===== src/rtl/switch_issue_sequencer.sv =====
// ============================================================================
//  Module      : switch_issue_sequencer
//  Description : Queues PE batches and issues them into a global-ctrl switch
//                network. The ctrl flips only once the network is empty. Issue
//                is credit-gated against downstream slots. Optional stats
//                counters are enabled by SWITCH_SEQ_STATS_EN.
//  Revision    : 1.0 - initial release
// ============================================================================
`default_nettype none

module switch_issue_sequencer #(
    parameter int DATA_WIDTH = 64,
    parameter int NUM_PE     = 8,
    parameter int SW_LATENCY = 8,
    parameter int FIFO_DEPTH = 4,
    parameter int CREDITS    = 8
) (
    input  logic                  clk,
    input  logic                  rst,
    input  logic                  in_valid,
    output logic                  in_ready,
    input  logic [DATA_WIDTH-1:0] in_data [NUM_PE],
    input  logic                  in_mode,
    output logic                  sw_ctrl,
    output logic [DATA_WIDTH-1:0] sw_data [NUM_PE],
    output logic                  sw_valid,
    output logic                  out_valid,
    input  logic                  credit_return,
    output logic                  busy
`ifdef SWITCH_SEQ_STATS_EN
    ,
    output logic [31:0]           stat_batches,
    output logic [31:0]           stat_drain_cycles
`endif
);

    localparam int PTR_W  = $clog2(FIFO_DEPTH);
    localparam int CNT_W  = PTR_W + 1;
    localparam int CRED_W = $clog2(CREDITS + 1);
    localparam int INF_W  = $clog2(SW_LATENCY + 2);
    localparam logic [CNT_W-1:0]  DEPTH_C   = CNT_W'(FIFO_DEPTH);
    localparam logic [CRED_W-1:0] CREDITS_C = CRED_W'(CREDITS);

    typedef enum logic [1:0] {
        IDLE  = 2'd0,
        ISSUE = 2'd1,
        DRAIN = 2'd2,
        FLIP  = 2'd3
    } state_t;

    state_t state, state_next;

    logic [DATA_WIDTH-1:0] data_mem [FIFO_DEPTH][NUM_PE];
    logic [FIFO_DEPTH-1:0] mode_mem;
    logic [PTR_W-1:0]      wr_ptr, rd_ptr;
    logic [CNT_W-1:0]      count;
    logic [CRED_W-1:0]     credits;
    logic [SW_LATENCY-1:0] valid_pipe;
    logic [INF_W-1:0]      inflight;
    logic                  push, pop, empty, full, head_mode;

    assign full      = (count == DEPTH_C);
    assign empty     = (count == '0);
    assign in_ready  = !full;
    assign push      = in_valid && !full;
    assign head_mode = mode_mem[rd_ptr];
    assign out_valid = valid_pipe[SW_LATENCY-1];
    assign busy      = (state != IDLE) || (inflight != '0);

    // Storage is qualified by count, so it needs no reset.
    always_ff @(posedge clk) begin
        if (push) begin
            data_mem[wr_ptr] <= in_data;
            mode_mem[wr_ptr] <= in_mode;
        end
    end

    always_comb begin
        inflight = INF_W'(sw_valid);
        for (int i = 0; i < SW_LATENCY; i++) begin
            inflight = inflight + INF_W'(valid_pipe[i]);
        end
    end

    always_comb begin
        state_next = state;
        pop        = 1'b0;
        case (state)
            IDLE: begin
                if (!empty) state_next = ISSUE;
            end
            ISSUE: begin
                if (empty)                        state_next = IDLE;
                else if (head_mode != sw_ctrl)    state_next = DRAIN;
                else if (credits != '0)           pop        = 1'b1;
            end
            DRAIN: begin
                if (inflight == '0) state_next = FLIP;
            end
            FLIP: begin
                state_next = ISSUE;
            end
            default: begin
                state_next = IDLE;
            end
        endcase
    end

    always_ff @(posedge clk or posedge rst) begin
        if (rst) begin
            state      <= IDLE;
            wr_ptr     <= '0;
            rd_ptr     <= '0;
            count      <= '0;
            sw_ctrl    <= 1'b0;
            sw_valid   <= 1'b0;
            valid_pipe <= '0;
            credits    <= CREDITS_C;
            for (int i = 0; i < NUM_PE; i++) begin
                sw_data[i] <= '0;
            end
        end else begin
            state    <= state_next;
            sw_valid <= pop;
            if (push) wr_ptr <= wr_ptr + PTR_W'(1);
            if (pop) begin
                rd_ptr  <= rd_ptr + PTR_W'(1);
                sw_data <= data_mem[rd_ptr];
            end
            count <= count + CNT_W'(push) - CNT_W'(pop);
            if (state == FLIP) sw_ctrl <= ~sw_ctrl;

            valid_pipe[0] <= sw_valid;
            for (int i = 1; i < SW_LATENCY; i++) begin
                valid_pipe[i] <= valid_pipe[i-1];
            end

            // A return arriving while already full of credits is dropped.
            if (pop && !credit_return)
                credits <= credits - CRED_W'(1);
            else if (!pop && credit_return && credits != CREDITS_C)
                credits <= credits + CRED_W'(1);
        end
    end

`ifdef SWITCH_SEQ_STATS_EN
    always_ff @(posedge clk or posedge rst) begin
        if (rst) begin
            stat_batches      <= '0;
            stat_drain_cycles <= '0;
        end else begin
            if (pop)            stat_batches      <= stat_batches + 32'd1;
            if (state == DRAIN) stat_drain_cycles <= stat_drain_cycles + 32'd1;
        end
    end
`endif

endmodule

`default_nettype wire

===== config.mk =====
export PLATFORM = sky130hd
export DESIGN_NAME = switch_issue_sequencer
export DESIGN_NICKNAME = d
export VERILOG_FILES = /design/src/rtl/switch_issue_sequencer.sv
export SDC_FILE = /design/constraint.sdc
export NUM_CORES = 2
export LEC_CHECK = 0
export CORE_ASPECT_RATIO = 2
export CORE_MARGIN = 4
export CORE_UTILIZATION = 40
export CTS_CLUSTER_SIZE = 8
export DETAILED_ROUTE_END_ITERATION = 8
export PLACE_DENSITY = 0.71
export SLEW_MARGIN = 15
export SYNTH_ARGS = -nofsm -noshare
export SYNTH_HDL_FRONTEND = slang
export SYNTH_SLANG_ARGS = --single-unit

===== constraint.sdc =====
create_clock -name clk -period 17.9 [get_ports clk]
set_clock_uncertainty 0.1 [all_clocks]
set_input_delay 1.79 -clock clk [delete_from_list [all_inputs] [get_ports clk]]
set_output_delay 1.79 -clock clk [all_outputs]
set_load 0.02 [all_outputs]

* Word level (Yosys, flattened, before mapping)
Memories as Yosys holds them, arrays and structs flattened. A register that Yosys moved wholly into a read port is not among the register bits.
Cells that the tools add are included.
** Storage, ports and cells
- Register bits :: 27
- Memory bits (writable) :: 2048
- Input bits :: 517
- Output and inout bits :: 517
- Word-level logic and storage cells :: 72
- Memories :: 1
** Memory list
- data_mem :: depth 4, width 512, rd ports 1, clocked after Yosys merged registers in 1, wr ports 1, line 53 : logic [DATA_WIDTH-1:0] data_mem [FIFO_DEPTH][NUM_PE];
** Cells by class
- Add/subtract/negate cells :: 14
- Order comparisons :: 3
- Eq/ne operators :: 9
- Muxes and demuxes :: 18
- Bitwise operators :: 1
- Reductions and logical operators :: 17
** Operators with widths (number)
- $add 4x1->4 :: 5
- $mux 1 :: 8
- $mux 2 :: 4
- $mux 4 :: 2
- $pmux 2 s4 :: 1
- $reduce_bool 4->1 :: 2
- $lt 2x3->1 const B :: 2
- $logic_and 1x1->1 :: 5
- $add 2x1->2 const B :: 2
- $add 3x1->4 :: 1
- $add 4x1->4 const B :: 1
- $bwmux 4 :: 1
- $eq 2x2->1 const B :: 2
- $logic_not 4->1 :: 1
- $ne 2x2->1 const B :: 2
- $ne 4x4->1 const B :: 1
- $reduce_bool 2->1 :: 2
- $sub 4x1->4 const B :: 1
- $add 2x1->3 :: 1
- $add 3x1->3 :: 1
- $eq 3x3->1 const B :: 1
- $logic_not 1->1 :: 3
- $logic_not 3->1 :: 1
- $ne 3x3->1 const B :: 1
- 11 further kinds :: 11

* Logic depth before layout (Yosys ltp)
- Depth after elaboration :: 11
- Depth in mapped cells :: 16
- Mapped depth without buffers :: 13

* Worst setup path before layout
OpenSTA, ideal clock, no wires.
- Path type :: in2reg
- From :: input port in_valid
- To :: memory data_mem[0][0] (netlist name), enable pin
- Arrival :: 13.414 ns
- Slack :: 3.436 ns
- Stages :: 1
- Buffers on the path :: 0
- Cell sequence :: and3_1
** Between the ends
- Longest elaborated chain between the ends :: 3
** RTL lines
- from (decl) :: line 20 : input logic in_valid,
- $logic_and 1x1->1 :: line 65 : assign push = in_valid && !full;
- $mux 1 :: line 72 : if (push) begin
- $mux 1 (implied by the code) :: line 73 : data_mem[wr_ptr] <= in_data;
- to (decl) :: line 53
Every way passes these cells.

* Final worst setup path
- From :: register sw_valid
- To :: output port busy
** Between the ends
- Longest elaborated chain between the ends :: 10
** RTL lines
- from (decl) :: line 26 : output logic sw_valid,
- from (signal assigned) :: line 124 : sw_valid <= pop;
- $add 1x1->2 :: line 81 : inflight = inflight + INF_W'(valid_pipe[i]);
- $add 2x1->3 :: line 81
- $add 3x1->4 :: line 81
- $add 4x1->4 (5 in a row) :: line 81
- $reduce_bool 4->1 :: line 68 : assign busy = (state != IDLE) || (inflight != '0);
- $logic_or 1x1->1 :: line 68
- to (decl) :: line 29 : output logic busy
Every way passes these cells.

==> flow_summary.ini <==
[outcome]
status = completed

[final_layout]
nNetsFinal = 5721
multi_input_area_um2 = 18000
utilization = 0.508
drive_gt1_frac = 0.218
nFillCells = 18100
regArea_um2 = 75000
area_delta_synth_final_pct = 26.1

[critical_path]
critPathLaunch = sw_valid$_DFF_PP0_
crit_path_start_kind = flip-flop
cp.required_ps = 16010
cp-end-kind = primary output
crit_type = flip-flop to primary output
reg2reg_from = rd_ptr[0]$_DFFE_PP0P_
r2r_slack_ps = 12410
cp_max_fo = 3
critical_path_arrival_ps = 4990

[power_and_ir_drop]
p_leak_nw = 40.3
powerDensity_nw_per_um2 = 187
peakVddDrop_mv = 0.181

[synthesis]
synth_top_area_frac = 0.654
synth_fp_nets = 4430
syn-mean-instance-area_um2 = 24.2
seq_area_frac_synth = 0.797
synth_flop_cell = edfxtp_1
synth.distinct_cells = 39
synth_area_leader_cell = edfxtp_1
async_flop_share = 0.207
syn-cell-area_um2 = 94200
synth_commonest_cells = edfxtp_1, dfrtp_1, mux4_2, mux2_1, mux2_2
synth_edf_count = 2052
synthTopCellsByArea = edfxtp_1, dfrtp_1, mux4_2
ys_seq_elements = 2587
ys_warn_count = 0
yosysMostFrequentCell = edfxtp_1
syn-instance-count = 3891

[clock_network]
cts_max_level = 5
cts_resized = 0
cts_max_path_buffers = 4
root_buffer = clkbuf_16
clock_latency_ps = 840
ctsHoldBuffers = 0
numCtsBuffers = 367
clkSinkCount = 2587
cts_tree = done
cts.clk_slew.worst_paths_ps = 50
cts_setup_buffers = 0

[route]
vias = 44700
antenna_left = 0
vias_per_cell = 5.22
routedWlPerCell_um = 26.7
drc_errors = 0
totalWireLength_um = 228000
drtIter0Drc = 2686
firstDrtPassIters = 6

[grt]
grt_pass1_vias = 48800
grt.overflow.total = 0
grt_antenna_before_repair = 71
grt_pass1_wl_um = 333000
grt_max_degree = 135
track_usage = 0.184

[timing]
drv_slew = 0
setup_viol = 0
period_share = 0.384
hold_viol = 0
min_period_ps = 6880
worst_pin_slew_ps = 1230
rsz0062_at_grt = no
relSlewSlack = 0.182
fmax_ghz = 0.145
tns_ps = 0

[floorplanning]
ioPinCount = 1034
core_um2 = 234000
fp.dieW_um = 351
floorplan.rows = 251
initial_utilization = 0.402
die_h_um = 694
die_area_um2 = 244000

[place]
numPortBuffers = 1033
dpl.hpwl_um = 140000
globalplace.congestion = 0.796

[hold_path]
hold_path_class = flip-flop to flip-flop
hold_start = valid_pipe[2]$_DFF_PP0_

[run]
maxCapViolCount = 0
## metal layers
metal | global-route usage | up-vias | part of all wire
met4 | 0.0773 | 50 | 0.038
met1 | 0.212 | 23700 | 0.35
li1 | - | 18800 | -
met5 | 0 | - | 0.0015
met3 | 0.0671 | 419 | 0.098
met2 | 0.311 | 1738 | 0.51
## area by class of cell
class,count,share of cell area
clock inverters,24,0.00384
clock buffers,645,0.0868
diodes,42,0.000885
flip-flops and latches,2587,0.632
inverters,28,0.00101
multi-input cells,1103,0.152
repair buffers,1095,0.0919
well taps,3036,0.0320
## cell families after synthesis
kind of cell,count (synthesis),share of synthesized area
mux,1030,0.184
xor+xnor,9,0.000837
simple gates,28,0.00153
compound gates,14,0.000997
buf+inv,201,0.0121
fa+ha+maj,22,0.00348
flops,2587,0.797
## stage by stage
stage	cell area, um^2	instances	hold slack [ps]	worst slack (ps)	total power [mW]
after floorplan	94200	3891	254	1060	13.8
after global placement	108000	7848	263	11110	15.8
after detailed placement	108000	7848	270	11080	16.0
after CTS	119000	8517	268	10870	22.6
after global routing	119000	8546	299	10760	23.3
final	119000	8560	269	11020	22.2
## registers in the layout (all words and copies together), names as in the netlist
register / cells
rd_ptr: 2
valid_pipe: 8
credits: 4
sw_ctrl: 1
count: 3
state: 2
sw_data: 512
data_mem: 2048
mode_mem: 4
wr_ptr: 2
sw_valid: 1
## path summary, 6_finish.rpt
check,end,cells after the start
worst max-delay path,busy,13
worst min-delay path,valid_pipe[3]$_DFF_PP0_,0
worst max register to register,sw_data[265]$_DFFE_PP0P_,7
worst min register to register,valid_pipe[3]$_DFF_PP0_,0
max in group asynchronous,sw_data[54]$_DFFE_PP0P_,5
min in group asynchronous,sw_data[151]$_DFFE_PP0P_,2
## worst max-delay path, cell delays in order, from the launching register on
cell and delay, ps:
dfrtp_1 370, inv_1 70, fa_1 550, fa_1 430
fa_1 430, inv_1 90, fa_1 180, inv_1 60
fa_1 440, nor2_1 110, a31oi_1 90, or3b_2 460
or2_2 290, clkdlybuf4s50_1 590
## placed cells by master (no fill, tap or decap), types with 6 or more instances in the layout
cell and n:
fa_1 7, mux2_2 212, mux4_2 513, diode_2 42
inv_1 26, dfrtp_1 532, xnor2_1 6, clkbuf_1 272
mux2_1 300, inv_16 6, buf_12 7, ha_1 15
clkbuf_16 369, buf_4 54, clkdlybuf4s50_1 1033, edfxtp_1 2052
nand2_1 8
## where the power goes
| part | switching (mW) | internal (mW) |
|---|---|---|
| Sequential | 0.640 | 8.23 |
| Clock | 2.51 | 3.91 |
| Combinational | 3.66 | 3.29 |
| Total | 6.81 | 15.4 |
Note: power is estimated with default switching activity, not from simulation.
